===== src/rtl/decode_queue_pkg.sv =====
`default_nettype none
// ============================================================================
// Module : decode_queue_pkg
// Brief  : Shared defines for the decode queue: MIPS opcode/funct codes,
//          control-word layout and ALU operation encodings.
// Rev    : 1.0  initial release
// ============================================================================
package decode_queue_pkg;

  // Control word, MSB first. Bit positions are kept alongside the struct so
  // consumers that slice the raw vector stay in step with the layout.
  localparam int CTRL_W         = 20;
  localparam int CTRL_REGWRITE  = 19;
  localparam int CTRL_REGDST    = 18;
  localparam int CTRL_ALUSRC    = 17;
  localparam int CTRL_BRANCH    = 16;
  localparam int CTRL_MEMTOREG  = 15;
  localparam int CTRL_JUMP      = 14;
  localparam int CTRL_JAL       = 13;
  localparam int CTRL_JR        = 12;
  localparam int CTRL_BAL       = 11;
  localparam int CTRL_JALR      = 10;
  localparam int CTRL_ALUOP_MSB = 9;
  localparam int CTRL_ALUOP_LSB = 6;
  localparam int CTRL_MEMEN     = 5;
  localparam int CTRL_HILO_MSB  = 4;
  localparam int CTRL_HILO_LSB  = 3;
  localparam int CTRL_INVALID   = 2;
  localparam int CTRL_CP0_WE    = 1;
  localparam int CTRL_CP0_RE    = 0;

  typedef struct packed {
    logic       regwrite;
    logic       regdst;
    logic       alusrc;
    logic       branch;
    logic       memtoreg;
    logic       jump;
    logic       jal;
    logic       jr;
    logic       bal;
    logic       jalr;
    logic [3:0] aluop;
    logic       memen;
    logic [1:0] hilo_we;
    logic       invalid;
    logic       cp0_we;
    logic       cp0_re;
  } ctrl_t;

  // ALU operation classes handed to the execute stage
  localparam logic [3:0] NONE_OP  = 4'd0;
  localparam logic [3:0] ADDI_OP  = 4'd1;
  localparam logic [3:0] ADDIU_OP = 4'd2;
  localparam logic [3:0] SLTI_OP  = 4'd3;
  localparam logic [3:0] SLTIU_OP = 4'd4;
  localparam logic [3:0] ANDI_OP  = 4'd5;
  localparam logic [3:0] ORI_OP   = 4'd6;
  localparam logic [3:0] XORI_OP  = 4'd7;
  localparam logic [3:0] LUI_OP   = 4'd8;
  localparam logic [3:0] MEM_OP   = 4'd9;
  localparam logic [3:0] R_OP     = 4'd10;

  // Primary opcodes
  localparam logic [5:0] OP_SPECIAL = 6'h00, OP_REGIMM = 6'h01, OP_J    = 6'h02;
  localparam logic [5:0] OP_JAL     = 6'h03, OP_BEQ    = 6'h04, OP_BNE  = 6'h05;
  localparam logic [5:0] OP_BLEZ    = 6'h06, OP_BGTZ   = 6'h07, OP_ADDI = 6'h08;
  localparam logic [5:0] OP_ADDIU   = 6'h09, OP_SLTI   = 6'h0A, OP_SLTIU = 6'h0B;
  localparam logic [5:0] OP_ANDI    = 6'h0C, OP_ORI    = 6'h0D, OP_XORI = 6'h0E;
  localparam logic [5:0] OP_LUI     = 6'h0F, OP_COP0   = 6'h10;
  localparam logic [5:0] OP_LB = 6'h20, OP_LH = 6'h21, OP_LW = 6'h23, OP_LBU = 6'h24;
  localparam logic [5:0] OP_LHU = 6'h25, OP_SB = 6'h28, OP_SH = 6'h29, OP_SW = 6'h2B;

  // SPECIAL funct codes
  localparam logic [5:0] F_SLL  = 6'h00, F_SRL  = 6'h02, F_SRA  = 6'h03, F_SLLV = 6'h04;
  localparam logic [5:0] F_SRLV = 6'h06, F_SRAV = 6'h07, F_JR   = 6'h08, F_JALR = 6'h09;
  localparam logic [5:0] F_SYSCALL = 6'h0C, F_BREAK = 6'h0D;
  localparam logic [5:0] F_MFHI = 6'h10, F_MTHI = 6'h11, F_MFLO = 6'h12, F_MTLO = 6'h13;
  localparam logic [5:0] F_MULT = 6'h18, F_MULTU = 6'h19, F_DIV = 6'h1A, F_DIVU = 6'h1B;
  localparam logic [5:0] F_ADD  = 6'h20, F_ADDU = 6'h21, F_SUB  = 6'h22, F_SUBU = 6'h23;
  localparam logic [5:0] F_AND  = 6'h24, F_OR   = 6'h25, F_XOR  = 6'h26, F_NOR  = 6'h27;
  localparam logic [5:0] F_SLT  = 6'h2A, F_SLTU = 6'h2B, F_ERET = 6'h18;

  // REGIMM rt and COP0 rs selectors
  localparam logic [4:0] RT_BLTZ = 5'h00, RT_BGEZ = 5'h01, RT_BLTZAL = 5'h10, RT_BGEZAL = 5'h11;
  localparam logic [4:0] RS_MF = 5'h00, RS_MT = 5'h04, RS_CO = 5'h10;

endpackage
`default_nettype wire


===== src/rtl/decode_queue_ctrl_decode.sv =====
`default_nettype none
// ============================================================================
// Module : ctrl_decode
// Brief  : Purely combinational MIPS main decoder producing the 20-bit
//          control word; anything unrecognised decodes to invalid-only.
// Rev    : 1.0  initial release
// ============================================================================
module ctrl_decode
  import decode_queue_pkg::*;
(
  input  logic [31:0]       instr,
  output logic [CTRL_W-1:0] ctrl
);

  logic [5:0] op;
  logic [5:0] funct;
  logic [4:0] rs;
  logic [4:0] rt;
  logic       unused_imm;
  ctrl_t      c;

  assign op         = instr[31:26];
  assign rs         = instr[25:21];
  assign rt         = instr[20:16];
  assign funct      = instr[5:0];
  assign unused_imm = ^instr[15:6];
  assign ctrl       = c;

  // Decode the instruction into its control fields
  always_comb begin
    c = '0;
    case (op)
      OP_SPECIAL: begin
        c.aluop = R_OP;
        case (funct)
          F_SLL, F_SRL, F_SRA, F_SLLV, F_SRLV, F_SRAV, F_MFHI, F_MFLO,
          F_ADD, F_ADDU, F_SUB, F_SUBU, F_AND, F_OR, F_XOR, F_NOR,
          F_SLT, F_SLTU:                  begin c.regwrite = 1'b1; c.regdst = 1'b1; end
          F_MTHI:                          c.hilo_we = 2'b10;
          F_MTLO:                          c.hilo_we = 2'b01;
          F_MULT, F_MULTU, F_DIV, F_DIVU: c.hilo_we = 2'b11;
          F_JR:                            c.jr = 1'b1;
          F_JALR: begin c.jalr = 1'b1; c.regwrite = 1'b1; c.regdst = 1'b1; end
          F_SYSCALL, F_BREAK: ;
          default: begin c = '0; c.invalid = 1'b1; end
        endcase
      end
      OP_REGIMM: begin
        case (rt)
          RT_BLTZ, RT_BGEZ:     c.branch = 1'b1;
          RT_BLTZAL, RT_BGEZAL: begin c.branch = 1'b1; c.bal = 1'b1; c.regwrite = 1'b1; end
          default:              c.invalid = 1'b1;
        endcase
      end
      OP_J:   c.jump = 1'b1;
      OP_JAL: begin c.jump = 1'b1; c.jal = 1'b1; c.regwrite = 1'b1; end
      OP_BEQ, OP_BNE, OP_BLEZ, OP_BGTZ: c.branch = 1'b1;
      OP_ADDI:  begin c.regwrite = 1'b1; c.alusrc = 1'b1; c.aluop = ADDI_OP;  end
      OP_ADDIU: begin c.regwrite = 1'b1; c.alusrc = 1'b1; c.aluop = ADDIU_OP; end
      OP_SLTI:  begin c.regwrite = 1'b1; c.alusrc = 1'b1; c.aluop = SLTI_OP;  end
      OP_SLTIU: begin c.regwrite = 1'b1; c.alusrc = 1'b1; c.aluop = SLTIU_OP; end
      OP_ANDI:  begin c.regwrite = 1'b1; c.alusrc = 1'b1; c.aluop = ANDI_OP;  end
      OP_ORI:   begin c.regwrite = 1'b1; c.alusrc = 1'b1; c.aluop = ORI_OP;   end
      OP_XORI:  begin c.regwrite = 1'b1; c.alusrc = 1'b1; c.aluop = XORI_OP;  end
      OP_LUI:   begin c.regwrite = 1'b1; c.alusrc = 1'b1; c.aluop = LUI_OP;   end
      OP_LB, OP_LH, OP_LW, OP_LBU, OP_LHU: begin
        c.regwrite = 1'b1; c.alusrc = 1'b1; c.memtoreg = 1'b1;
        c.memen    = 1'b1; c.aluop  = MEM_OP;
      end
      OP_SB, OP_SH, OP_SW: begin c.alusrc = 1'b1; c.memen = 1'b1; c.aluop = MEM_OP; end
      OP_COP0: begin
        case (rs)
          RS_MT:   c.cp0_we = 1'b1;
          RS_MF:   begin c.regwrite = 1'b1; c.cp0_re = 1'b1; end
          RS_CO:   c.invalid = (funct != F_ERET);  // ERET is the only CO op supported
          default: c.invalid = 1'b1;
        endcase
      end
      default: c.invalid = 1'b1;
    endcase
  end

endmodule
`default_nettype wire


===== src/rtl/decode_queue.sv =====
`default_nettype none
// ============================================================================
// Module : decode_queue
// Brief  : FIFO between fetch and execute that decodes on enqueue and
//          carries instr, pc and control word together; counts invalids.
// Rev    : 1.0  initial release
// ============================================================================
module decode_queue
  import decode_queue_pkg::*;
#(
  parameter int DEPTH = 4,
  parameter int PC_W  = 32,
  parameter int INV_W = 8
) (
  input  logic                     clk,
  input  logic                     rst,
  input  logic                     flush,
  input  logic                     in_valid,
  output logic                     in_ready,
  input  logic [31:0]              in_instr,
  input  logic [PC_W-1:0]          in_pc,
  output logic                     out_valid,
  input  logic                     out_ready,
  output logic [31:0]              out_instr,
  output logic [PC_W-1:0]          out_pc,
  output logic [CTRL_W-1:0]        out_ctrl,
  output logic [$clog2(DEPTH):0]   count,
  output logic [INV_W-1:0]         inv_cnt
);

  localparam int             AW       = $clog2(DEPTH);
  localparam logic [AW:0]    FULL_CNT = (AW+1)'(DEPTH);

  logic [31:0]       instr_mem [DEPTH];
  logic [PC_W-1:0]   pc_mem    [DEPTH];
  logic [CTRL_W-1:0] ctrl_mem  [DEPTH];

  logic [AW-1:0]     wr_ptr_q, wr_ptr_d;
  logic [AW-1:0]     rd_ptr_q, rd_ptr_d;
  logic [AW:0]       count_q, count_d;
  logic [INV_W-1:0]  inv_cnt_q, inv_cnt_d;
  logic [CTRL_W-1:0] in_ctrl;
  logic              push, pop;

  ctrl_decode u_ctrl_decode (
    .instr (in_instr),
    .ctrl  (in_ctrl)
  );

  // Handshake is a function of registered occupancy only
  assign in_ready  = (count_q < FULL_CNT);
  assign out_valid = (count_q != '0);
  assign push      = in_valid & in_ready & ~flush;
  assign pop       = out_valid & out_ready & ~flush;

  // Empty queue presents all-zero data regardless of stale storage
  assign out_instr = out_valid ? instr_mem[rd_ptr_q] : '0;
  assign out_pc    = out_valid ? pc_mem[rd_ptr_q]    : '0;
  assign out_ctrl  = out_valid ? ctrl_mem[rd_ptr_q]  : '0;
  assign count     = count_q;
  assign inv_cnt   = inv_cnt_q;

  // Next pointers, occupancy and saturating invalid counter
  always_comb begin
    wr_ptr_d  = wr_ptr_q;
    rd_ptr_d  = rd_ptr_q;
    count_d   = count_q;
    inv_cnt_d = inv_cnt_q;
    if (flush) begin
      wr_ptr_d = '0;
      rd_ptr_d = '0;
      count_d  = '0;
    end else begin
      if (push) wr_ptr_d = wr_ptr_q + 1'b1;
      if (pop)  rd_ptr_d = rd_ptr_q + 1'b1;
      if (push && !pop)      count_d = count_q + 1'b1;
      else if (pop && !push) count_d = count_q - 1'b1;
    end
    if (push && in_ctrl[CTRL_INVALID] && (inv_cnt_q != '1))
      inv_cnt_d = inv_cnt_q + 1'b1;
  end

  // Queue state registers
  always_ff @(posedge clk or posedge rst) begin
    if (rst) begin
      wr_ptr_q  <= '0;
      rd_ptr_q  <= '0;
      count_q   <= '0;
      inv_cnt_q <= '0;
    end else begin
      wr_ptr_q  <= wr_ptr_d;
      rd_ptr_q  <= rd_ptr_d;
      count_q   <= count_d;
      inv_cnt_q <= inv_cnt_d;
    end
  end

  // Entry storage; unwritten slots are never visible so no reset is needed
  always_ff @(posedge clk) begin
    if (push) begin
      instr_mem[wr_ptr_q] <= in_instr;
      pc_mem[wr_ptr_q]    <= in_pc;
      ctrl_mem[wr_ptr_q]  <= in_ctrl;
    end
  end

endmodule
`default_nettype wire

===== config.mk =====
export PLATFORM = sky130hd
export DESIGN_NAME = decode_queue
export DESIGN_NICKNAME = d
export VERILOG_FILES = /design/src/rtl/decode_queue_pkg.sv /design/src/rtl/decode_queue_ctrl_decode.sv /design/src/rtl/decode_queue.sv
export SDC_FILE = /design/constraint.sdc
export NUM_CORES = 1
export LEC_CHECK = 0
export ABC_AREA = 0
export BUFFER_PORTS_ARGS = -buffer_cell sky130_fd_sc_hd__buf_2
export CELL_PAD_IN_SITES_DETAIL_PLACEMENT = 0
export CELL_PAD_IN_SITES_GLOBAL_PLACEMENT = 1
export CORE_MARGIN = 4
export CORE_UTILIZATION = 40
export DETAILED_ROUTE_END_ITERATION = 12
export PLACE_DENSITY_LB_ADDON = 0.08
export SLEW_MARGIN = 20
export SYNTH_ARGS = -nofsm -noshare
export SYNTH_HDL_FRONTEND = slang
export SYNTH_SLANG_ARGS = --single-unit
export TNS_END_PERCENT = 100

===== constraint.sdc =====
create_clock -name clk -period 8.9 [get_ports clk]
set_clock_uncertainty 0.1 [all_clocks]
set_input_delay 0.445 -clock clk [delete_from_list [all_inputs] [get_ports clk]]
set_output_delay 0.445 -clock clk [all_outputs]
set_load 0.1 [all_outputs]

=== Yosys cells after proc, flatten, opt, wreduce, memory -nomap -nowiden ===
Memory sizes are Yosys's and may differ from the RTL's.
Cells that the tools add are included.

* Memories: 3
* Bits in latches: 0
* Register bits: 15
* Bits in read-only memories: 0
* Memory bits (writable): 336
* Output and inout bits: 97

{| class="wikitable"
|+ Memory list
! memory !! depth !! bits a word !! rd ports !! clocked after memory_dff !! write ports !! line !! text
|-
| instr_mem || 4 || 32 || 1 || 0 || 1 || decode_queue.sv:34 || <nowiki>logic [31:0] instr_mem [DEPTH];</nowiki>
|-
| pc_mem || 4 || 32 || 1 || 0 || 1 || decode_queue.sv:35 || <nowiki>logic [PC_W-1:0] pc_mem [DEPTH];</nowiki>
|-
| ctrl_mem || 4 || 20 || 1 || 0 || 1 || decode_queue.sv:36 || <nowiki>logic [CTRL_W-1:0] ctrl_mem [DEPTH];</nowiki>
|}

* Reductions and logical operators: 27
* Eq/ne operators: 58
* Multipliers: 0
* Bitwise logic cells: 5
* Mux-type cells: 39
* Add/sub/neg operators: 5
* Shift-type cells: 0
* Magnitude comparators: 1
* Divide/modulo/power cells: 0

{| class="wikitable"
|+ Operators with widths
! cell !! count
|-
| $eq 6x6->1 const B || 18
|-
| $eq 6x4->1 const B || 12
|-
| $mux 32 || 2
|-
| $eq 6x5->1 const B || 9
|-
| $eq 6x3->1 const B || 7
|-
| $pmux 4 s10 || 1
|-
| $reduce_or 28->1 || 1
|-
| $eq 6x2->1 const B || 4
|-
| $reduce_or 22->1 || 1
|-
| $mux 20 || 1
|-
| $reduce_or 19->1 || 1
|-
| $mux 1 || 17
|-
| $reduce_or 16->1 || 1
|-
| $eq 5x5->1 const B || 3
|-
| $reduce_or 14->1 || 1
|-
| $logic_not 6->1 || 2
|-
| $mux 2 || 6
|-
| $mux 3 || 4
|-
| $reduce_or 4->1 || 3
|-
| $logic_not 5->1 || 2
|-
| $add 8x1->8 const B || 1
|-
| $ne 8x8->1 const B || 1
|-
| $pmux 1 s4 || 2
|-
| $reduce_or 8->1 || 1
|-
| other kinds (20) || 34
|}

=== Logic depth before layout (Yosys ltp) ===
Gate-level depths: netlist of the first run.

* Depth after elaboration: 8
* Depth in mapped cells: 8
* Mapped depth without buffers: 7

=== By module ===
From an unflattened synthesis of the first run, not the netlist that was laid out.

* Cells, all modules: 697
* Area, all modules: 14102.3 um2

{| class="wikitable"
|+ Modules (own cells, without submodules)
! module !! cells an instance !! area an instance (um2) !! sequential area each (um2) !! instances
|-
| decode_queue || 614 || 13579.3 || 10465.0 || 1
|-
| ctrl_decode || 83 || 523.0 || 0.0 || 1
|}

=== Worst setup path after synthesis of the first run ===
OpenSTA, ideal clock, no wires.

* Kind: register to register
* Start: reg count_q[2] (netlist: count[2])
* End: mem ctrl_mem[0][0], enable pin
* Setup time: 452 ps
* Stages on the path, launching flop included: 5
* Arrival: 3478 ps
* Path slack: 4871 ps
* Data required time: 8348 ps
* Period minus slack after synthesis: 4029 ps
* Path through: dfrtp_1 -> nor2b_1 -> buf_2 -> nor2b_1 -> and2_1

* Cells in the longest elaborated chain, start to end: 5

{| class="wikitable"
|+ Ends and longest elaborated chain
! item !! line !! text
|-
| start, declared || decode_queue.sv:40 || <nowiki>logic [AW:0] count_q, count_d;</nowiki>
|-
| start signal, assigned || decode_queue.sv:93 || <nowiki>count_q <= count_d;</nowiki>
|-
| $lt 3x3->1 || decode_queue.sv:51 || <nowiki>assign in_ready = (count_q < FULL_CNT);</nowiki>
|-
| $and 1x1->1 (2 in a row) || decode_queue.sv:53 || <nowiki>assign push = in_valid & in_ready & ~flush;</nowiki>
|-
| $mux 1 || decode_queue.sv:100 || <nowiki>if (push) begin</nowiki>
|-
| $mux 1 (implied by the code) || decode_queue.sv:103 || <nowiki>ctrl_mem[wr_ptr_q] <= in_ctrl;</nowiki>
|-
| end, declared || decode_queue.sv:36 ||
|}

Every way passes these cells.

=== Final worst setup path of the first run ===
* Start: reg rd_ptr_q[0]
* End: out out_ctrl[19]

* Cells in the longest elaborated chain, start to end: 2

{| class="wikitable"
|+ Ends and longest elaborated chain
! item !! line !! text
|-
| start, declared || decode_queue.sv:39 || <nowiki>logic [AW-1:0] rd_ptr_q, rd_ptr_d;</nowiki>
|-
| start signal, assigned || decode_queue.sv:92 || <nowiki>rd_ptr_q <= rd_ptr_d;</nowiki>
|-
| $mem_v2 4x20 || n/a ||
|-
| $mux 20 || decode_queue.sv:59 || <nowiki>assign out_ctrl = out_valid ? ctrl_mem[rd_ptr_q] : '0;</nowiki>
|-
| end, declared || decode_queue.sv:26 || <nowiki>output logic [CTRL_W-1:0] out_ctrl,</nowiki>
|}

Every way passes these cells.

==> summary.md, run 1 <==
| Metric | Value |
|---|---|
| Result of the run | `finished clean` |
| Drt total wl | `31300 um` |
| Critical path required time | `8360 ps` |
| Yosys warns | `0` |
| Slowest cell on crit path | `sky130_fd_sc_hd__dfrtp_4` |
| Number of buffer and inverter stages on the critical path | `3` |
| Crit path time final | `between 3000 and 4000 ps` |
| Yosys reg bits | `351` |
| Beginning of the critical path | `rd_ptr_q[0]` |
| Number of I/O port buffers | `165` |
| Classification of the worst setup path | `register to output pin` |
| Category of the worst setup path capture point | `output pin` |
| Antenna Nets Post-Route | `0` |
| Final-report hold violation count | `0` |
| Initial drt markers | `498` |
| Slew @ Worst Pin | `978 ps` |
| Post-route fraction of the period consumed by the critical path | `0.447` |
| Floorplan die width | `195 um` |
| Setup crit start kind | `register` |
| Setup repair after global routing missed its margin | `no` |
| Std cell rows | `68` |
| Worst hold-check path type | `primary input to register` |
| Final layout net count | `roughly 960` |
| Number of enable flip-flop cells after synthesis | `336` |
| Crit-path cells | `buf_4 -> buf_16 -> mux4_2 -> and2_1 -> buf_2` |
| Area growth syn-to-layout | `18.4%` |
| Hold path depth | `1` |
| DPL Wire Length | `about 18000 um` |
| Share of layout cells above drive strength 1 | `0.358` |
| Number of setup violations in the final report | `0` |
| Die H | `195 um` |
| Final-layout setup total negative slack | `0 ps` |
| TritonCTS clock tree | `yes` |
| Number of iterations in the first detailed-routing pass | `5` |
| Number of vias per cell | `5.26` |
| Share of synthesized flip-flops with an asynchronous set or reset | `0.0427` |
| Achievable frequency | `around 250 MHz` |
| GRT Resource Usage Total | `0.162` |
| Syn_area_per_cell | `19.8 um2` |
| Number of instances in the synthesized netlist | `708` |
| MaxCap Viol Count | `0` |
| Start point of the worst hold path | `in_instr[16]` |
| Util after Layout | `0.481` |
| Global-route wire length before repair | `47400 um` |
| Count of unresolved DRC violations after routing | `0` |
| Most common flop cell mapped by yosys | `sky130_fd_sc_hd__edfxtp_1` |
| Routability Congestion | `around 0.74` |
| Area of the die | `0.0381 mm2` |
| Sink of the worst hold path | `instr_mem[3][16]` |
| Vias post-DR | `between 7000 and 8000` |
| Clk_lat worst skew | `520 ps` |
| Clock-pin transition on the worst setup and hold timing paths | `60 ps` |
| Initial Utilization | `0.406` |
| Largest net degree at the start of global routing | `87` |
| Worst r2r dst | `pc_mem[0][4]` |
| Number of antenna violations at the first check in global routing | `4` |
| Most common library cell in the layout ignoring fill and taps | `sky130_fd_sc_hd__edfxtp_1` |
| Flop2flop setup slack | `5300 ps` |
| IO Count | `166` |
| Largest stage delay on the critical path | `between 900 and 1000 ps` |
| Count of unique library cells instantiated by Yosys | `between 50 and 60` |
| Wirelength per Cell | `22.8 um` |
| Arrival time worst endpoint | `between 3000 and 4000 ps` |
| Family of cells with the greatest summed delay on the critical path | `buffers and inverters` |
| Level count of the clock H-tree | `2` |
| Pins over their slew limit | `0` |
| Number of cells traversed by the worst register-to-register path | `4` |
| Total global routing overflow | `0` |
| Placeable core region | `0.0345 mm2` |
| Number of global-route vias before repair | `7728` |
| Number of sinks driven by the clock tree | `351` |
| CTS Root Cell | `sky130_fd_sc_hd__clkbuf_16` |
| Sequential area share after synthesis | `0.746` |
| Worst flop-to-flop path startpoint | `count[2]` |
| Number of buffers inserted during clock tree synthesis | `39` |
| Number of buffers on the longest clock path | `3` |
| Top fanout value on the critical path | `38` |
| Total standard cell area after synthesis | `~0.014 mm2` |
| Top library cells by usage in the layout, fill and taps aside | `sky130_fd_sc_hd__edfxtp_1 (336), sky130_fd_sc_hd__buf_2 (165), sky130_fd_sc_hd__and2_1 (87)` |
| Max-slew headroom | `0.342` |
| Net count of the mapped netlist | `783` |
-- cell families after synthesis --
family	count (synthesis)	share of synthesized area
DFF	351	0.746
AOI/OAI and AO/OA	40	0.0190
adders and majority gates	6	0.00589
xor gates and xnor gates	14	0.00874
and+or+nand+nor	162	0.0690
buffers and inverters	49	0.0149
muxes	86	0.136
-- flip-flops by register name (all words and copies together), names as in the netlist --
name       count
count          3
ctrl_mem      80
instr_mem    128
inv_cnt        8
pc_mem       128
rd_ptr_q       2
wr_ptr_q       2
-- cell usage after synthesis (2+ instances only) --
cell                       count  area (um2)
sky130_fd_sc_hd__nand3b_1      3        22.5
sky130_fd_sc_hd__a21o_2        2        17.5
sky130_fd_sc_hd__nor2_1       16        60.1
sky130_fd_sc_hd__and3b_1       2        17.5
sky130_fd_sc_hd__a21oi_1      11        55.1
sky130_fd_sc_hd__nor2b_1       6        37.5
sky130_fd_sc_hd__a31oi_1       5        31.3
sky130_fd_sc_hd__nor4_1        2        12.5
sky130_fd_sc_hd__nand2_1      12        45.0
sky130_fd_sc_hd__ha_1          5        62.6
sky130_fd_sc_hd__and2_1       91         569
sky130_fd_sc_hd__buf_2        14        70.1
sky130_fd_sc_hd__and3_1        2        12.5
sky130_fd_sc_hd__nor3_1       11        55.1
sky130_fd_sc_hd__inv_1        12        45.0
sky130_fd_sc_hd__xor2_1       10        87.6
sky130_fd_sc_hd__edfxtp_1    336       10100
sky130_fd_sc_hd__mux4_2       84        1890
sky130_fd_sc_hd__nand3_1       3        15.0
sky130_fd_sc_hd__xnor2_1       4        35.0
sky130_fd_sc_hd__o21ai_0       8        40.0
sky130_fd_sc_hd__buf_1         6        22.5
sky130_fd_sc_hd__nand2b_1      2        12.5
sky130_fd_sc_hd__dfrtp_1      15         375
sky130_fd_sc_hd__a311oi_1      4        35.0
sky130_fd_sc_hd__clkbuf_1     16        60.1
-- worst max-delay path by stage --
stage | slack [ps] | endpoint | cells after the start
6_report | 4920 | out_ctrl[19] | 5
5_1_grt | 4670 | out_ctrl[19] | 5
4_1_cts | 4770 | out_ctrl[19] | 5
3_5_place_dp | 5120 | instr_mem[0][11] | 5
3_3_place_gp | 5110 | out_ctrl[2] | 4
2_1_floorplan | 4870 | ctrl_mem[0][0] | 4
-- through the flow --
step	hold slack (ps)	area [um2]	worst slack, ps	cells
floorplan	246	14000	4870	708
global placement	374	15300	5110	1298
detailed placement	387	15400	5120	1299
CTS	12.6	16600	4770	1371
global route	17.6	16600	4670	1372
finish	42.2	16600	4920	1372
-- repair_timing --
| action | 4_1_cts | 5_1_grt |
|---|---|---|
| gates resized for setup | 0 | 0 |
| hold buffers | 1 | 0 |
| endpoints found under the hold margin | 15 | 0 |
| setup buffers | 0 | 0 |
-- metal layers --
metal	part of all wire	GRT usage
met2	0.49	0.270
met1	0.46	0.223
met3	0.041	0.0295
met4	0.017	0.0406
met5	0.00083	0
-- worst reg2reg max path: stages (launching register included) --
cell	delay [ps]
sky130_fd_sc_hd__dfrtp_1	430
sky130_fd_sc_hd__nor2b_1	590
sky130_fd_sc_hd__nor2b_1	590
sky130_fd_sc_hd__and2_4	650
sky130_fd_sc_hd__buf_4	820
-- layout make-up --
type / instances / area [um2]
repair buffers: 174 / 916
well taps: 455 / 569
diodes: 1 / 2.50
inverters: 12 / 45.0
clock buffers: 49 / 1040
flip-flops and latches: 351 / 10500
fillers: 2989 / 17900
multi-input cells: 308 / 3360
clock inverters: 22 / 190
Power of run 1 is not shown: default switching activity piles up to over one toggle a cycle in this logic, so the estimate is an artifact.
==> run 2, diff against run 1 <==
- clock period: 8.9 -> 3.75 ns (I/O delays scaled with it)
==> summary.md, run 2 (synthesis gave the netlist of run 1 again) <==
| Metric | Value |
|---|---|
| Result of the run | `finished clean` |
| CTS Root Cell | `sky130_fd_sc_hd__clkbuf_16` |
| Vias post-DR | `7519` |
| Post-route fraction of the period consumed by the critical path | `0.798` |
| Critical path required time | `between 3000 and 4000 ps` |
| Number of fillers in the final layout | `between 2000 and 3000` |
| Cell Count, Final, Fillers Out | `1443` |
| Number of vias per cell | `5.21` |
| Worst flop-to-flop path startpoint | `count[2]` |
| Number of global-route vias before repair | `between 8000 and 9000` |
| Die H | `195 um` |
| GRT Resource Usage Total | `0.162` |
| Pins over their slew limit | `0` |
| Setup repair after global routing missed its margin | `no` |
| Registers with the most flip-flops | `instr_mem x128, pc_mem x128, ctrl_mem x80` |
| Area growth syn-to-layout | `24.1%` |
| Antenna Nets Post-Route | `0` |
| Number of buffers on the longest clock path | `3` |
| Top library cells by usage in the layout, fill and taps aside | `sky130_fd_sc_hd__edfxtp_1 (336), sky130_fd_sc_hd__buf_2 (165), sky130_fd_sc_hd__and2_1 (87)` |
| Antenna diodes | `0` |
| Number of cells traversed by the worst register-to-register path | `5` |
| Std cell rows | `68` |
| Drt total wl | `approximately 31000 um` |
| Share of layout cells above drive strength 1 | `0.344` |
| Number of antenna violations at the first check in global routing | `0` |
| Largest net degree at the start of global routing | `87` |
| Max-slew headroom | `0.349` |
| DPL Wire Length | `between 15000 and 20000 um` |
| TritonCTS clock tree | `yes` |
| Post-CTS Resized | `0` |
| Routability Congestion | `0.728` |
| Initial drt markers | `564` |
| Final-report hold violation count | `0` |
| Post-Place Cells | `1306` |
| Worst r2r dst | `instr_mem[0][12]` |
| Worst hold-check slack | `197 ps` |
| Placeable core region | `0.0345 mm2` |
| Clock-pin transition on the worst setup and hold timing paths | `60 ps` |
| Flop2flop setup slack | `1140 ps` |
| Clk_lat worst skew | `510 ps` |
| Count of unresolved DRC violations after routing | `0` |
| Top fanout value on the critical path | `49` |
| Floorplan die width | `195 um` |
| Achievable frequency | `334 MHz` |
| Number of sinks driven by the clock tree | `351` |
| Final layout net count | `about 1000` |
| Arrival time worst endpoint | `2710 ps` |
| Wirelength per Cell | `around 22 um` |
| Sequential cell area | `0.0105 mm2` |
| Number of iterations in the first detailed-routing pass | `4` |
| MaxCap Viol Count | `0` |
| Classification of the worst setup path | `register to output pin` |
| Setup crit start kind | `register` |
| Worst hold-check path type | `primary input to async pin` |
| Total global routing overflow | `0` |
| Area occupied by multi-input gates | `0.00337 mm2` |
| Level count of the clock H-tree | `2` |
| Global-route wire length before repair | `48000 um` |
| Number of setup buffers added after CTS | `0` |
| Initial Utilization | `0.406` |
| Number of setup violations in the final report | `0` |
| Hold buffer count at CTS | `slightly below 70` |
| Area of the die | `0.0381 mm2` |
| IO Count | `166` |
| Most common library cell in the layout ignoring fill and taps | `sky130_fd_sc_hd__edfxtp_1` |
| Number of I/O port buffers | `165` |
| Crit path time final | `2990 ps` |
| Category of the worst setup path capture point | `output pin` |
| Final-layout setup total negative slack | `0 ps` |
| Slew @ Worst Pin | `965 ps` |
| Number of buffers inserted during clock tree synthesis | `38` |
==> run 2: cell types whose count changed in the layout (fill, tap and decap cells not counted), moves of 2 or more <==
cell	previous run	this run
sky130_fd_sc_hd__clkbuf_1	8	5
sky130_fd_sc_hd__buf_12	0	9
sky130_fd_sc_hd__clkinvlp_4	0	2
sky130_fd_sc_hd__clkinv_1	11	7
sky130_fd_sc_hd__clkinv_2	5	9
sky130_fd_sc_hd__dlygate4sd3_1	1	68
==> run 2: routing by layer <==
layer | share of wire | GRT usage | vias to the layer above
met5 | 0 | 0 | -
met4 | 0.016 | 0.0406 | 0
met3 | 0.045 | 0.0250 | 38
met2 | 0.50 | 0.276 | 198
met1 | 0.44 | 0.221 | 3955
li1 | - | - | 3328
==> run 2: worst max path at each step <==
stage                startpoint               end  cells after the start
global placement       count[2]  instr_mem[0][14]                      5
CTS                 rd_ptr_q[0]     out_instr[23]                      4
detailed placement     count[2]  instr_mem[0][14]                      5
global route        rd_ptr_q[0]     out_instr[23]                      4
finish              rd_ptr_q[1]        out_pc[17]                      4
floorplan              count[0]      out_ctrl[10]                      3
==> run 2: worst max-delay path: stages, from the launching register on <==
cell	delay, ps
sky130_fd_sc_hd__dfrtp_4	930
sky130_fd_sc_hd__buf_4	360
sky130_fd_sc_hd__mux4_2	340
sky130_fd_sc_hd__and2_1	190
sky130_fd_sc_hd__buf_2	290
==> run 2: stage by stage <==
| step | area [um2] | utilization | worst slack (ps) |
|---|---|---|---|
| after floorplan | 14000 | - | 370 |
| after global placement | 15500 | 0.449 | 1140 |
| after detailed placement | 15500 | 0.449 | 1100 |
| after CTS | 17400 | 0.504 | 694 |
| after global routing | 17400 | 0.504 | 609 |
| final | 17400 | 0.504 | 757 |
==> run 2: area by class of cell <==
cell class | count | area share
inverter | 12 | 0.00259
timing repair buffer | 248 | 0.0994
multi-input combinational | 308 | 0.193
clock inverter | 25 | 0.0134
clock buffer | 44 | 0.0571
tap | 455 | 0.0327
sequential | 351 | 0.601
Power of run 2 is left out for the same reason.
==> run 3, diff against run 2 <==
- clock period: 3.75 -> 2.6 ns (I/O delays scaled with it)
==> summary.md, run 3 (synthesis gave the netlist of run 1 again) <==
| Metric | Value |
|---|---|
| Number of I/O port buffers | `between 150 and 200` |
| Share of layout cells above drive strength 1 | `0.410` |
| Area growth syn-to-layout | `27.8%` |
| Count of unresolved DRC violations after routing | `0` |
| Number of sinks driven by the clock tree | `about 350` |
| Worst hold-check path type | `primary input to async pin` |
| Critical path required time | `about 2400 ps` |
| Top library cells by usage in the layout, fill and taps aside | `sky130_fd_sc_hd__edfxtp_1 (336), sky130_fd_sc_hd__buf_2 (139), sky130_fd_sc_hd__mux4_2 (84)` |
| Leak | `6.25 nW` |
| Number of vias per cell | `5.15` |
| GRT Resource Usage Total | `0.171` |
| Clk_lat worst skew | `510 ps` |
| Classification of the worst setup path | `register to output pin` |
| Global-route wire length before repair | `roughly 50000 um` |
| Area of the die | `0.0381 mm2` |
| Total global routing overflow | `0` |
| Top fanout value on the critical path | `12` |
| Clock-pin transition on the worst setup and hold timing paths | `60 ps` |
| Post-Place Cells | `1314` |
| IO Count | `between 150 and 200` |
| Die H | `195 um` |
| Cell Count, Final, Fillers Out | `1463` |
| Registers with the most flip-flops | `instr_mem x128, pc_mem x128, ctrl_mem x80` |
| Setup crit start kind | `register` |
| Post-route fraction of the period consumed by the critical path | `0.978` |
| GRT busiest layer | `met2` |
| Global Route met1 Usage | `0.229` |
| Category of the worst setup path capture point | `output pin` |
| Number of antenna violations at the first check in global routing | `1` |
| DPL Wire Length | `19200 um` |
| Maximum ir drop on the vdd rail | `0.884 mV` |
| Pins over their slew limit | `0` |
| Arrival time worst endpoint | `2310 ps` |
| Slowest cell on crit path | `sky130_fd_sc_hd__mux4_2` |
| Power Density | `1260 mW/mm2` |
| Result of the run | `finished clean` |
| Number of buffers on the longest clock path | `3` |
| Antenna Nets Post-Route | `0` |
| Routability Congestion | `0.727` |
| GR met3 Demand/Resource | `0.0288` |
| Vias post-DR | `7541` |
| Antenna diodes | `0` |
| Largest stage delay on the critical path | `530 ps` |
| Number of setup violations in the final report | `0` |
| Placeable core region | `0.0345 mm2` |
| Number of buffers inserted during clock tree synthesis | `39` |
| Level count of the clock H-tree | `2` |
| TritonCTS clock tree | `yes` |
| Drt total wl | `32900 um` |
| Std cell rows | `68` |
| Crit-path cells | `buf_12 -> clkbuf_16 -> mux4_2 -> and2_2 -> buf_4` |
| Wirelength per Cell | `between 20 and 25 um` |
| Total design power | `about 22 mW` |
| Max-slew headroom | `0.423` |
| Largest net degree at the start of global routing | `37` |
| Crit path time final | `2540 ps` |
| Initial drt markers | `approximately 510` |
| Number of iterations in the first detailed-routing pass | `4` |
| Final layout net count | `approximately 1100` |
| Final-report hold violation count | `0` |
| Achievable frequency | `393 MHz` |
| Slew @ Worst Pin | `approximately 860 ps` |
| CTS Root Cell | `sky130_fd_sc_hd__clkbuf_16` |
| Initial Utilization | `0.406` |
| Floorplan die width | `195 um` |
| Most common library cell in the layout ignoring fill and taps | `sky130_fd_sc_hd__edfxtp_1` |
| Grt met2 use | `0.297` |
| Number of cells traversed by the worst register-to-register path | `4` |
| MaxCap Viol Count | `0` |
| Number of global-route vias before repair | `approximately 8200` |
run 3: repair_timing:
item / CTS / global route
gates resized for setup: 15 / 22
endpoints found under the hold margin: 282 / 0
setup buffers: 3 / 3
endpoints found under the setup margin: 83 / 65
pin swaps: 2 / 0
hold buffers: 68 / 0
gates cloned: 3 / 3
run 3: cell type report:
| type | count | area [um2] |
|---|---|---|
| fill | 2878 | 16600 |
| sequential | 351 | 10500 |
| multi-input combinational | 311 | 3480 |
| timing repair buffer | 265 | 2140 |
| clock buffer | 52 | 1070 |
| tap | 455 | 569 |
| clock inverter | 17 | 150 |
| inverter | 12 | 45.0 |
run 3: power breakdown:
part           internal, mW  switching, mW  total [mW]
clock network          3.16           2.04        5.21
registers              6.60          0.208        6.81
logic                  2.63           7.85        10.5
run 3: metrics by stage:
stage                     utilization  worst slack [ps]  TNS (ps)  instance area (um2)  hold slack [ps]
final                           0.519              58.1         0                17900              137
after global routing            0.519             -1.20     -1.20                17900              195
after CTS                       0.514             -37.2     -42.0                17800              153
after detailed placement        0.457               273         0                15800              139
after global placement          0.457               279         0                15800              121
after floorplan                     -              27.1         0                14100            -68.6
run 3: final timing paths:
| check | startpoint | to | slack [ps] |
|---|---|---|---|
| setup / recovery | rd_ptr_q[0] | out_ctrl[6] | 60 |
| hold / removal | rst | count[1] | 140 |
| setup reg to reg | count[2] | pc_mem[1][16] | 210 |
| hold reg to reg | inv_cnt[5] | inv_cnt[5] | 390 |
| max in group asynchronous | rst | rd_ptr_q[0] | 1800 |
| min in group clk | in_instr[16] | instr_mem[2][16] | 260 |
run 3: critical path, delay by kind of cell, from the launching register on:
kind / cells / cell delay, ps
buffers and inverters: 3 / 580
flip-flops: 1 / 430
multiplexers: 1 / 530
AND/OR/NAND/NOR: 1 / 240
run 3: metal layers:
metal / vias to the layer above / wire, um
met5: - / 0
met4: 0 / 449
met3: 36 / 1730
met2: 222 / 17100
met1: 3915 / 13600
li1: 3368 / -
Note: power is estimated with default switching activity, not from simulation.
